## config.mk

```make
export PLATFORM = sky130hd
export DESIGN_NAME = fetch_unit
export DESIGN_NICKNAME = d
export VERILOG_FILES = /design/src/rtl/fetch_unit.sv
export SDC_FILE = /design/constraint.sdc
export NUM_CORES = 1
export LEC_CHECK = 0
export BUFFER_PORTS_ARGS = -buffer_cell sky130_fd_sc_hd__buf_2
export CORE_MARGIN = 2
export CORE_UTILIZATION = 45
export DETAILED_ROUTE_END_ITERATION = 7
export PLACE_DENSITY = 0.7
export SLEW_MARGIN = 15
export SYNTH_ARGS = -nofsm -noshare
export SYNTH_HDL_FRONTEND = slang
export SYNTH_SLANG_ARGS = --single-unit
```

## constraint.sdc

```tcl
create_clock -name clk -period 5.44 [get_ports clk]
set_input_delay 0.816 -clock clk [delete_from_list [all_inputs] [get_ports clk]]
set_output_delay 0.816 -clock clk [all_outputs]
set_load 0.02 [all_outputs]
```

## src/rtl/fetch_unit.sv

```systemverilog
// LEGv8 instruction-fetch stage: owns the PC, fetches one word at a time over a
// req/ack handshake, and hands instructions to decode over valid/ready.
module fetch_unit #(
  parameter int          N        = 64,
  parameter logic [N-1:0] RESET_PC = '0
) (
  input  logic         clk,
  input  logic         reset,
  output logic         imem_req,
  output logic [N-1:0] imem_addr,
  input  logic         imem_ack,
  input  logic [31:0]  imem_rdata,
  input  logic         redirect,
  input  logic [N-1:0] redirect_pc,
  output logic         if_valid,
  input  logic         if_ready,
  output logic [31:0]  if_instr,
  output logic [N-1:0] if_pc,
  output logic [10:0]  if_op,
  output logic [31:0]  fetch_count
);

  typedef enum logic [1:0] {
    IDLE  = 2'd0,
    WAIT  = 2'd1,
    FULL  = 2'd2,
    DRAIN = 2'd3
  } state_t;

  state_t      state_reg;
  logic [N-1:0] pc_reg;
  logic [N-1:0] addr_reg;
  logic [N-1:0] if_pc_reg;
  logic [31:0]  instr_reg;
  logic [31:0]  count_reg;
  logic [N-1:0] target;
  logic         unused_low_bits;

  assign target          = {redirect_pc[N-1:2], 2'b00};
  assign unused_low_bits = ^redirect_pc[1:0];

  // addr_reg is the address of the outstanding request; it is only rewritten
  // when no request is pending, so memory always sees a stable address.
  always_ff @(posedge clk) begin
    if (!reset) begin
      state_reg <= IDLE;
      pc_reg    <= RESET_PC;
      addr_reg  <= RESET_PC;
      if_pc_reg <= '0;
      instr_reg <= '0;
      count_reg <= '0;
    end else begin
      case (state_reg)
        IDLE: begin
          state_reg <= WAIT;
          if (redirect) begin
            pc_reg   <= target;
            addr_reg <= target;
          end else begin
            addr_reg <= pc_reg;
          end
        end
        WAIT: begin
          if (redirect) begin
            pc_reg <= target;
            if (imem_ack) begin
              addr_reg <= target;
            end else begin
              state_reg <= DRAIN;
            end
          end else if (imem_ack) begin
            instr_reg <= imem_rdata;
            if_pc_reg <= pc_reg;
            pc_reg    <= pc_reg + N'(4);
            state_reg <= FULL;
          end
        end
        FULL: begin
          if (redirect) begin
            pc_reg    <= target;
            addr_reg  <= target;
            state_reg <= WAIT;
          end else if (if_ready) begin
            count_reg <= count_reg + 32'd1;
            addr_reg  <= pc_reg;
            state_reg <= WAIT;
          end
        end
        DRAIN: begin
          // The stale response is swallowed; the newest target wins.
          if (redirect) begin
            pc_reg <= target;
          end
          if (imem_ack) begin
            addr_reg  <= redirect ? target : pc_reg;
            state_reg <= WAIT;
          end
        end
        default: state_reg <= IDLE;
      endcase
    end
  end

  assign imem_req    = (state_reg == WAIT) || (state_reg == DRAIN);
  assign imem_addr   = addr_reg;
  assign if_valid    = (state_reg == FULL);
  assign if_instr    = instr_reg;
  assign if_pc       = if_pc_reg;
  assign if_op       = instr_reg[31:21];
  assign fetch_count = count_reg;

endmodule

```

After elaboration in Yosys (flattened, before gate mapping)
Index checks and enable logic that the tools add are counted.
{ "classes": {"n_addsub": 2, "n_eq_ne": 9, "n_mux": 17, "n_bitwise": 1, "reduce_logical": 7} }
{ "op_table": {"columns": ["operator", "count"], "rows": [
  ["64-bit two-way mux", 8],
  ["64-bit one-hot mux with 4 select lines", 1],
  ["64-bit one-hot mux with 2 select lines", 1],
  ["64-bit by 3-bit adder with 64-bit output (second input constant)", 1],
  ["32-bit by 1-bit adder with 32-bit output (second input constant)", 1],
  ["2-bit two-way mux", 6],
  ["2-bit one-hot mux with 4 select lines", 1],
  ["4-bit AND reduction", 2],
  ["2-bit inequality test (second input constant)", 3],
  ["3-bit inequality test (second input constant)", 2],
  ["3-bit AND reduction", 2],
  ["2-bit equality test (second input constant)", 2],
  ["3-bit by 2-bit inequality test with 1-bit output (second input constant)", 1],
  ["3-bit OR reduction", 1],
  ["2-bit by 1-bit equality test with 1-bit output (second input constant)", 1],
  ["2-bit zero test", 1],
  ["1-bit logical OR", 1],
  ["1-bit NOT", 1]
]} }
{ "word_totals": {"register_bits": 258, "input_bits": 101, "wordCells": 42} }

Depth between registers and ports, before layout
Gate-level depths: netlist of the first run.
{ "logic_depth": {"word_depth": 4, "ltp_mapped": 8, "ltp_nobuf": 7} }

Least setup slack after synthesis of the first run
Ideal clock, no wire load.
{ "synth_timing": {"path_kind": "input-to-reg", "startpoint": "in redirect", "endpoint": "reg count_reg[26], in the netlist fetch_count[26]", "t_arrival_ns": 2.267, "path_slack_ns": 3.045, "cell_stages": 7, "cell_sequence": "and4bb_1 > buf_2 > nand4_1 > nor4_1 > nand4_1 > xor2_1 > nor2_1"} }
{ "synth_via": {"elab_chain_cells": 2} }
{ "synth_lines": {"columns": ["item", "line_no", "rtl"], "rows": [
  ["start, declared", "13", "input logic redirect,"],
  ["1-bit NOT (no source line)", null, null],
  ["3-bit AND reduction (no source line)", null, null],
  ["end signal, assigned", "84", "count_reg <= count_reg + 32'd1;"],
  ["end, declared", "35", "logic [31:0] count_reg;"]
]} }
No other way between the ends.
A chain may end at the register's enable or synchronous reset.

Final worst setup path of the first run
{ "layout_timing": {"startpoint": "reg pc_reg[3]", "endpoint": "reg pc_reg[60]"} }
{ "layout_via": {"elab_chain_cells": 4} }
{ "layout_lines": {"columns": ["item", "line_no", "rtl"], "rows": [
  ["start, declared", "31", "logic [N-1:0] pc_reg;"],
  ["start signal, assigned", "57", "pc_reg <= target;"],
  ["start signal, assigned", "65", "pc_reg <= target;"],
  ["start signal, assigned", "74", "pc_reg <= pc_reg + N'(4);"],
  ["64-bit by 3-bit adder with 64-bit output", "74", null],
  ["64-bit two-way mux", "71", "end else if (imem_ack) begin"],
  ["64-bit two-way mux", "64", "if (redirect) begin"],
  ["64-bit one-hot mux with 2 select lines", "53", "case (state_reg)"]
]} }
No other way between the ends. The select of a mux whose other input is x is not followed.

==> flow_metrics.py, run 1 <==
metrics = {
    "status": {
        "status": "finished clean",
    },
    "detailed_routing": {
        "wirelength_mm": 34.1,
        "vias": 10800,
        "drtAntennaViolNets": 0,
        "wl_per_cell_um": 17.4,
        "via_per_inst": 5.52,
        "drcViolationCount": 0,
        "first_pass_iters": 5,
        "first_iter_violations": 818,
    },
    "pwr": {
        "intPower_uw": 3390,
        "ir_drop_mv": 0.260,
        "power.share.switching_pct": 26.3,
        "clockPowerShare_pct": 43.6,
        "pwr-share-comb_pct": 11.2,
        "powerDensity_nw_per_um2": 330,
        "p_leak_uw": 0.00573,
        "power.switching_uw": 1210,
        "pwr-share-seq_pct": 45.2,
        "total_power_uw": 4610,
    },
    "clock_tree": {
        "cts_buffers": 29,
        "post_cts_buffers": 0,
        "root_buffer": "clkbuf_16",
        "worstSkewPairLatency_ns": 0.55,
        "post_cts_resized": 0,
        "clock_sinks": 258,
        "cts_tree": "built",
        "cts_hold_buf": 0,
        "cts.path.max_buffers": 3,
        "htreeDepth": 1,
        "clk_pin_slew_ns": 0.06,
    },
    "synthesis": {
        "synth_enable_flop_cells": 0,
        "synth_top_family_by_area": "simple AND/OR/NAND/NOR gates",
        "synth-compound-area-share_pct": 15.1,
        "synth_simple_gate_area_share_pct": 23.2,
        "yosysSeqAreaShare_pct": 45.2,
        "netlist_instances": 1378,
        "synthAdderAreaFrac_pct": 0.219,
        "synth_xor_area_share_pct": 5.67,
        "async_flop_share_pct": 0,
        "synth_flop_cell": "dfxtp_1",
        "netlist_area_sq_um": 11400,
        "syn-num-nets": 1481,
        "synth_mux_area_share_pct": 5.71,
        "synth_cell_types": 58,
        "ys_warn_count": 0,
        "syn_avg_cell_area_sq_um": 8.29,
        "ys_ff_latch": 258,
    },
    "layout": {
        "layout.nets": 1710,
        "layout-drive-gt1-share_pct": 23.9,
        "synthToLayoutAreaGrowth_pct": 22.1,
        "diodes": 0,
        "fin_area_sq_um": 14000,
    },
    "die": {
        "core_area_sq_um": 25000,
        "io_pins": 306,
        "die_x_um": 163,
        "die_area_sq_um": 26700,
        "initial_core_util_pct": 45.6,
        "rows": 58,
        "die_h_um": 163,
    },
    "sta": {
        "rsz0062_at_grt": "false",
        "worstMarginPinSlew_ns": 0.952,
        "finalHoldViolCount": 0,
        "fin_ws_ns": 2.59,
        "fmax_mhz": 350,
        "hold_slack_ns": 0.451,
        "setup_viol": 0,
        "fin_setup_tns_ns": 0,
        "fin_crit_ns": 2.85,
        "fin_crit_sh_pct": 52.5,
        "slew_violations": 0,
        "finClkSkew_ns": 0.0203,
        "maxSlewHeadroom_pct": 36.5,
    },
    "setup_path": {
        "rrSetupSlack_ns": 2.59,
        "timing.rr.end": "pc_reg[60]$_SDFFE_PN0P_",
        "critical_path_depth": 7,
        "slowest_delay_ns": 0.49,
        "timing.critical_path.buf_inv": 0,
        "endpoint_kind": "flip-flop",
        "cpMaxStageDelayCell": "nor4_2",
        "cp_common_cell": "nand4_1",
        "crit_start": "pc_reg[3]$_SDFFE_PN0P_",
        "path_max_fanout": 6,
        "crit_type": "flip-flop to flip-flop",
        "path_cells": "ha_1 > nand4_1 > nor4_1 > nand4_1 > nor4_2 > xnor2_1 > a21oi_1",
        "r2r_cells": 7,
        "crit_required_ns": 5.85,
        "r2r-start": "pc_reg[3]$_SDFFE_PN0P_",
        "start_kind": "flip-flop",
        "critPathArrivalTime_ns": 3.26,
        "crit_end": "pc_reg[60]$_SDFFE_PN0P_",
        "crit_family": "simple AND/OR/NAND/NOR gates",
    },
    "grt": {
        "antenna_found_initial": 1,
        "grtUsageTotal_pct": 24.5,
        "grt_pass1_wl_mm": 52.8,
        "grt_max_degree": 107,
        "grt_pass1_vias": 9907,
        "grt.overflow.total": 0,
    },
    "place": {
        "dp_worst_setup_slack_ns": 2.08,
        "io_buffers": 303,
        "gp_congestion": 0.895,
        "dp_hpwl_mm": 23.2,
        "place_area_sq_um": 13000,
    },
    "hold_path": {
        "hp-class": "flip-flop to flip-flop",
        "min_path_cells": 2,
    },
    "run": {
        "drv_cap": 0,
    },
}
## routing by layer
| layer | global-route usage [%] | vias to the layer above | wire length (um) |
|---|---|---|---|
| met3 | 5.84 | 83 | 2730 |
| li1 | - | 5253 | - |
| met4 | 8.05 | 2 | 1090 |
| met5 | 0 | - | 12 |
| met2 | 38.6 | 401 | 15300 |
| met1 | 33.1 | 5057 | 14900 |
## per-stage QoR
stage                     instances  util [%]
after CTS                      1957      55.7
after global placement         1906      51.8
final                          1957      55.7
after floorplan                1378         -
after detailed placement       1906      51.8
after global routing           1957      55.7
## worst reg2reg max path, cell delays in order, from the launching register on
cell	delay [ns]
dfxtp_1	0.42
ha_1	0.34
nand4_1	0.32
nor4_1	0.44
nand4_1	0.47
nor4_2	0.49
xnor2_1	0.16
a21oi_1	0.08
## power by group through the flow
| stage | registers (uW) | clock network, uW | logic [uW] |
|---|---|---|---|
| after floorplan | 2160 | 0 | 284 |
| after global placement | 2120 | 0 | 508 |
| after detailed placement | 2120 | 0 | 515 |
| after CTS | 2080 | 2040 | 517 |
| after global routing | 2090 | 2120 | 564 |
| final | 2080 | 2010 | 516 |
## synth_stat cells, types with 3 or more instances
cell / number / area share (%)
dfxtp_1: 258 / 45
nand2_1: 238 / 7.8
nor2_1: 141 / 4.6
a21oi_1: 135 / 5.9
a211oi_1: 82 / 5.4
clkbuf_1: 76 / 2.5
mux2i_1: 64 / 5.6
nand3_1: 48 / 2.1
o21ai_0: 45 / 2.0
xnor2_1: 37 / 2.8
xor2_1: 37 / 2.8
nand4_1: 36 / 2.0
and3_1: 19 / 1.0
buf_2: 19 / 0.83
nor3_1: 16 / 0.70
buf_4: 13 / 0.85
or3_1: 11 / 0.60
inv_1: 10 / 0.33
and4_1: 9 / 0.69
buf_1: 9 / 0.30
nor4_1: 8 / 0.44
and2_1: 7 / 0.38
nor4_2: 6 / 0.66
a31oi_1: 4 / 0.22
nor4_4: 3 / 0.56
o31ai_1: 3 / 0.20
or4_4: 3 / 0.30
## layout by cell type (no fill, tap or decap), types with 3 or more instances in the layout
master and count:
clkbuf_16 29, or3_1 11, o21ai_0 45, nor3_1 16, or4_4 3, bufinv_16 3, nor4_4 3, dfxtp_1 258
a31oi_1 4, a21oi_1 135, mux2i_1 64, nand2_1 237, clkinv_2 5, buf_4 12, nand4_1 36, o31ai_1 3
nand3_1 48, nor4_1 8, xnor2_1 37, and4_1 9, nor4_2 6, a211oi_1 82, clkbuf_8 8, and2_1 7
nor2_1 139, inv_1 10, and3_1 19, clkbuf_1 5, buf_2 303, xor2_1 37
## how the worst min path moves through the flow
stage / start / to / slack (ns)
2_1_floorplan: pc_reg[0]$_SDFFE_PN0P_ / if_pc[0]$_SDFFE_PN0P_ / 0.44
3_3_place_gp: if_instr[19]$_SDFFE_PN0P_ / if_instr[19]$_SDFFE_PN0P_ / 0.44
3_5_place_dp: if_pc[6]$_SDFFE_PN0P_ / if_pc[6]$_SDFFE_PN0P_ / 0.44
4_1_cts: if_pc[9]$_SDFFE_PN0P_ / if_pc[9]$_SDFFE_PN0P_ / 0.45
5_1_grt: if_instr[7]$_SDFFE_PN0P_ / if_instr[7]$_SDFFE_PN0P_ / 0.47
6_report: if_pc[7]$_SDFFE_PN0P_ / if_pc[7]$_SDFFE_PN0P_ / 0.45
## cell type report
type                    instances  area, sq um
repair buffers                315         1610
multi-input cells             991         5740
clock inverters                 9          124
clock buffers                  42          855
inverters                      12         50.0
flip-flops and latches        258         5160
well taps                     330          413
fillers                      2338        11100
## cell families (layout without fill, tap and decap cells)
logic type | after synthesis | count (layout)
AOI/OAI and AO/OA | 288 | 288
xor gates and xnor gates | 74 | 74
adders and majority gates | 2 | 2
buffers and inverters | 129 | 378
DFF | 258 | 258
muxes | 65 | 65
and+or+nand+nor | 562 | 562
(Power assumes the default switching activity.)
==> run 2, diff against run 1 <==
--- a/config.mk
+++ b/config.mk
@@ -9,7 +9,7 @@
 export CORE_MARGIN = 2
 export CORE_UTILIZATION = 45
 export DETAILED_ROUTE_END_ITERATION = 7
-export PLACE_DENSITY = 0.7
+export PLACE_DENSITY = 0.73
 export SLEW_MARGIN = 15
 export SYNTH_ARGS = -nofsm -noshare
 export SYNTH_HDL_FRONTEND = slang
==> constraint.sdc (replaced) <==
create_clock -name clk -period 2.4 [get_ports clk]
set_input_delay 0.36 -clock clk [delete_from_list [all_inputs] [get_ports clk]]
set_output_delay 0.36 -clock clk [all_outputs]
set_load 0.02 [all_outputs]
==> run 2 against run 1 <==
Critical path depth is the same; utilization rose by 2.2 points; global-route usage about the same; clock-buffer cell count fell by 6; sequential share of layout area down 1.4 points; sequential cell count unchanged; first-iteration DRC count is 11% higher; wire length rose by 0.90%; combinational power rose to 2.5 times the previous value; clock power grew 140%; highest routed layer unchanged.
==> flow_metrics.py, run 2 (same netlist as run 1, synthesis figures left out) <==
metrics = {
    "grt": {
        "grt_pass1_vias": 10100,
        "grt_pass1_wl_mm": 53.1,
        "grt_max_degree": 79,
        "grtUsageTotal_pct": 24.5,
        "antenna_found_initial": 2,
        "grt.overflow.total": 0,
    },
    "pwr": {
        "total_power_uw": 10800,
        "power.share.switching_pct": 25.6,
        "intPower_uw": 8060,
        "ir_drop_mv": 0.498,
        "powerDensity_nw_per_um2": 746,
        "clockPowerShare_pct": 44.8,
        "pwr-share-comb_pct": 12.0,
        "pwr-share-seq_pct": 43.2,
        "p_leak_uw": 0.00607,
        "power.switching_uw": 2770,
    },
    "layout": {
        "synthToLayoutAreaGrowth_pct": 27.0,
        "final_common_cell": "buf_2",
        "n_fill_cell": 2239,
        "mostFrequentLayoutCells": "buf_2, dfxtp_1, nand2_1",
        "layout-drive-gt1-share_pct": 26.5,
        "utilization_pct": 57.9,
        "layout.nets": 1763,
        "fin_area_sq_um": 14500,
        "diodes": 0,
    },
    "sta": {
        "setup_viol": 0,
        "fmax_mhz": 446,
        "fin_setup_tns_ns": 0,
        "slew_violations": 0,
        "finalHoldViolCount": 0,
        "worstMarginPinSlew_ns": 0.555,
        "maxSlewHeadroom_pct": 62.6,
        "fin_crit_sh_pct": 93.5,
        "fin_crit_ns": 2.24,
        "finClkSkew_ns": 0.00890,
        "rsz0062_at_grt": "false",
    },
    "die": {
        "die_x_um": 163,
        "core_area_sq_um": 25000,
        "io_pins": 306,
        "initial_core_util_pct": 45.6,
        "die_h_um": 163,
        "die_area_sq_um": 26700,
        "rows": 58,
    },
    "setup_path": {
        "start_kind": "flip-flop",
        "path_max_fanout": 6,
        "endpoint_kind": "flip-flop",
        "crit_type": "flip-flop to flip-flop",
        "critPathArrivalTime_ns": 2.68,
        "crit_required_ns": 2.84,
        "cpMaxStageDelayCell": "or4_4",
        "slowest_delay_ns": 0.48,
        "path_cells": "ha_1 > nand3_1 > or4_4 > nor4_4 > nand4_1 > xnor2_1 > o211a_1",
    },
    "clock_tree": {
        "htreeDepth": 1,
        "cts.path.max_buffers": 3,
        "post_cts_resized": 0,
        "cts_tree": "built",
        "clock_sinks": 258,
        "root_buffer": "clkbuf_16",
        "clk_pin_slew_ns": 0.06,
        "cts_buffers": 28,
        "worstSkewPairLatency_ns": 0.54,
    },
    "detailed_routing": {
        "via_per_inst": 5.42,
        "first_iter_violations": 907,
        "wirelength_mm": 34.4,
        "wl_per_cell_um": 17.1,
        "first_pass_iters": 5,
        "vias": 10900,
        "drtAntennaViolNets": 0,
        "drcViolationCount": 0,
    },
    "place": {
        "gp_congestion": 0.935,
        "place_area_sq_um": 13500,
        "dp_hpwl_mm": 24.3,
        "io_buffers": 303,
    },
    "hold_path": {
        "hp-class": "input pin to flip-flop",
    },
    "status": {
        "status": "finished clean",
    },
    "run": {
        "drv_cap": 0,
    },
}
-- run 2: cell types whose count changed in the layout (fill, tap and decap cells not counted) --
| cell | change |
|---|---|
| nand2_4 | +1 |
| clkinv_2 | +1 |
| clkbuf_8 | -4 |
| buf_4 | +47 |
| clkbuf_1 | -2 |
| clkinv_4 | -1 |
| buf_12 | +7 |
| clkinvlp_4 | +2 |
| bufinv_16 | +4 |
| nand2_8 | -1 |
-- run 2: final cells by class --
cell class,instances,area [sq um],share of cell area [%]
sequential,258,5160,35.6
clock inverter,15,255,1.76
inverter,12,50.0,0.345
clock buffer,36,792,5.46
multi-input combinational,991,5730,39.5
timing repair buffer,369,2100,14.5
tap,330,413,2.85
-- run 2: power by group through the flow --
| stage | clock [uW] | combinational, uW | sequential (uW) |
|---|---|---|---|
| 5_1_grt | 5080 | 1400 | 4700 |
| 3_5_place_dp | 0 | 1290 | 4770 |
| 2_1_floorplan | 0 | 643 | 4900 |
| 4_1_cts | 4890 | 1300 | 4670 |
| 3_3_place_gp | 0 | 1270 | 4760 |
| 6_report | 4850 | 1300 | 4680 |
-- run 2: per-layer routing --
layer / global-route usage [%] / up-vias / wire length [um]
met5: 0 / - / 13
met4: 7.80 / 2 / 912
li1: - / 5355 / -
met2: 39.5 / 439 / 15800
met1: 32.6 / 5020 / 14700
met3: 5.64 / 81 / 2900
-- run 2: critical path: cells and delay by family, from the launching register on --
kind	cells	cell delay [ns]
AO/OA/AOI/OAI	1	0.19
XOR/XNOR	1	0.14
adder cells (fa/ha/maj)	1	0.30
flip-flops	1	0.34
AND/OR/NAND/NOR	4	1.16
-- run 2: worst paths after layout --
path	start	end	slack, ns	depth (start not counted)
worst max register to register	pc_reg[2]$_SDFFE_PN0P_	pc_reg[30]$_SDFFE_PN0P_	0.16	7
worst max-delay path	pc_reg[2]$_SDFFE_PN0P_	pc_reg[30]$_SDFFE_PN0P_	0.16	7
worst min register to register	if_instr[14]$_SDFFE_PN0P_	if_instr[14]$_SDFFE_PN0P_	0.45	2
worst min-delay path	imem_rdata[26]	if_instr[26]$_SDFFE_PN0P_	0.05	3
-- run 2: timing repair --
action | CTS | global route
buffers inserted | 0 | 1
hold buffers | 0 | 0
setup endpoints to repair | 0 | 6
-- run 2: stage by stage --
step	hold slack (ns)	instances	worst slack, ns
6_report	0.0539	2011	0.157
5_1_grt	0.0414	2011	0.0531
4_1_cts	0.0395	2010	0.0345
3_5_place_dp	0.443	1959	0.0563
3_3_place_gp	0.439	1959	0.0967
2_1_floorplan	0.440	1378	0.374
==> run 3, diff against run 2 <==
--- a/config.mk
+++ b/config.mk
@@ -10,6 +10,7 @@
 export CORE_UTILIZATION = 45
 export DETAILED_ROUTE_END_ITERATION = 7
 export PLACE_DENSITY = 0.73
+export SETUP_SLACK_MARGIN = 0.3
 export SLEW_MARGIN = 15
 export SYNTH_ARGS = -nofsm -noshare
 export SYNTH_HDL_FRONTEND = slang
==> run 3 against run 2 <==
Utilization grew 0.89 points; sequential share of layout area down 0.28 points; clock skew fell by 0.0022 ns; register-to-register slack improved by 0.13 ns; first-iteration DRC count increased by 6.3%; worst setup slack better by 0.13 ns; cell area up 1.5%; sequential power is essentially flat; via count increased by 1.1%; final cell count is 0.65% higher; non-clock buffer count increased by 13; clock-buffer cell count unchanged.
==> flow_metrics.py, run 3 (same netlist as run 1, synthesis figures left out) <==
metrics = {
    "status": {
        "status": "finished clean",
    },
    "clock_tree": {
        "cts.path.max_buffers": 3,
        "clk_pin_slew_ns": 0.06,
        "cts_hold_buf": 0,
        "root_buffer": "clkbuf_16",
        "clock_sinks": 258,
        "htreeDepth": 1,
        "worstSkewPairLatency_ns": 0.54,
        "cts_tree": "built",
        "cts_buffers": 28,
    },
    "sta": {
        "fin_setup_tns_ns": 0,
        "fin_crit_sh_pct": 87.9,
        "fin_ws_ns": 0.290,
        "slew_violations": 0,
        "finClkSkew_ns": 0.00668,
        "setup_viol": 0,
        "rsz0062_at_grt": "true",
        "fmax_mhz": 474,
        "maxSlewHeadroom_pct": 61.2,
        "fin_crit_ns": 2.11,
        "finalHoldViolCount": 0,
        "worstMarginPinSlew_ns": 0.580,
    },
    "pwr": {
        "powerDensity_nw_per_um2": 736,
        "pwr-share-seq_pct": 43.2,
        "clockPowerShare_pct": 44.8,
        "intPower_uw": 8070,
        "power.switching_uw": 2770,
        "p_leak_uw": 0.00616,
        "power.share.switching_pct": 25.6,
        "ir_drop_mv": 0.497,
        "pwr-share-comb_pct": 12.1,
    },
    "die": {
        "io_pins": 306,
        "rows": 58,
        "die_x_um": 163,
        "core_area_sq_um": 25000,
        "initial_core_util_pct": 45.6,
        "die_area_sq_um": 26700,
        "die_h_um": 163,
    },
    "layout": {
        "diodes": 0,
        "layout.nets": 1776,
        "final_common_cell": "buf_2",
        "n_fill_cell": 2193,
        "fin_cells": 2024,
        "synthToLayoutAreaGrowth_pct": 28.9,
        "layout-drive-gt1-share_pct": 29.3,
        "mostFrequentLayoutCells": "buf_2, dfxtp_1, nand2_1",
    },
    "setup_path": {
        "path_max_fanout": 5,
        "timing.critical_path.buf_inv": 0,
        "slowest_delay_ns": 0.59,
        "endpoint_kind": "flip-flop",
        "rrSetupSlack_ns": 0.29,
        "crit_family": "simple AND/OR/NAND/NOR gates",
        "cpMaxStageDelayCell": "or4_4",
        "critPathArrivalTime_ns": 2.55,
        "start_kind": "flip-flop",
        "crit_type": "flip-flop to flip-flop",
        "path_cells": "ha_4 > nand3_2 > or4_4 > nor4_4 > nand4_1 > xnor2_1 > o211a_1",
        "crit_required_ns": 2.84,
    },
    "run": {
        "drv_cap": 0,
    },
    "detailed_routing": {
        "wl_per_cell_um": 17.2,
        "via_per_inst": 5.44,
        "drcViolationCount": 0,
        "vias": 11000,
        "drtAntennaViolNets": 0,
        "first_iter_violations": 964,
        "first_pass_iters": 5,
        "wirelength_mm": 34.7,
    },
    "grt": {
        "grt_max_degree": 79,
        "grt_pass1_vias": 10100,
        "antenna_found_initial": 2,
        "grt.overflow.total": 0,
        "grtUsageTotal_pct": 24.6,
        "grt_pass1_wl_mm": 53.2,
    },
    "hold_path": {
        "hp-class": "input pin to flip-flop",
    },
    "place": {
        "dp_hpwl_mm": 24.3,
        "io_buffers": 303,
        "dp_worst_setup_slack_ns": 0.0563,
        "dp_cells": 1959,
        "gp_congestion": 0.935,
    },
}
run 3: power by group through the flow:
stage | logic (uW) | registers (uW) | clock network [uW]
3_5_place_dp | 1290 | 4770 | 0
2_1_floorplan | 643 | 4900 | 0
3_3_place_gp | 1270 | 4760 | 0
4_1_cts | 1300 | 4680 | 4890
6_report | 1310 | 4680 | 4860
5_1_grt | 1420 | 4710 | 5080
run 3: worst min-delay path, stage by stage:
cell and delay [ns]:
buf_2 0.09, nand2_1 0.04, a21oi_1 0.05
run 3: metal layers:
layer	GRT usage [%]	wire, um	up-vias	share of wire, %
met4	7.56	890	2	2.6
li1	-	-	5374	-
met3	5.64	2960	86	8.5
met5	0	13	-	0.037
met2	39.7	16200	455	47
met1	32.6	14600	5102	42
run 3: worst paths after layout:
kind,from,end,cells past startpoint
worst max-delay path,pc_reg[3]$_SDFFE_PN0P_,pc_reg[30]$_SDFFE_PN0P_,7
worst min-delay path,imem_rdata[26],if_instr[26]$_SDFFE_PN0P_,3
worst max register to register,pc_reg[3]$_SDFFE_PN0P_,pc_reg[30]$_SDFFE_PN0P_,7
worst min register to register,if_instr[14]$_SDFFE_PN0P_,if_instr[14]$_SDFFE_PN0P_,2
run 3: layout make-up:
class | count | area, sq um | share of cell area (%)
Sequential cell | 258 | 5200 | 35.3
Clock buffer | 36 | 792 | 5.38
Timing Repair Buffer | 382 | 2200 | 14.9
Clock inverter | 15 | 255 | 1.73
Inverter | 12 | 50.0 | 0.340
Multi-Input combinational cell | 991 | 5820 | 39.5
Tap cell | 330 | 413 | 2.80
run 3: repair_timing:
item                                    CTS  global route
buffers inserted                          2            12
pin swaps                                 2            18
resized for setup                        11            35
endpoints found under the setup margin   19            45
run 3: through the flow:
step                      total power (uW)  hold slack [ns]  instance area (sq um)  utilization (%)
after global placement                6030            0.439                  13500             53.7
final                                10800           0.0517                  14700             58.8
after floorplan                       5540            0.440                  11400                -
after CTS                            10900           0.0395                  14500             58.1
after detailed placement              6060            0.443                  13500             53.7
after global routing                 11200           0.0414                  14700             58.8
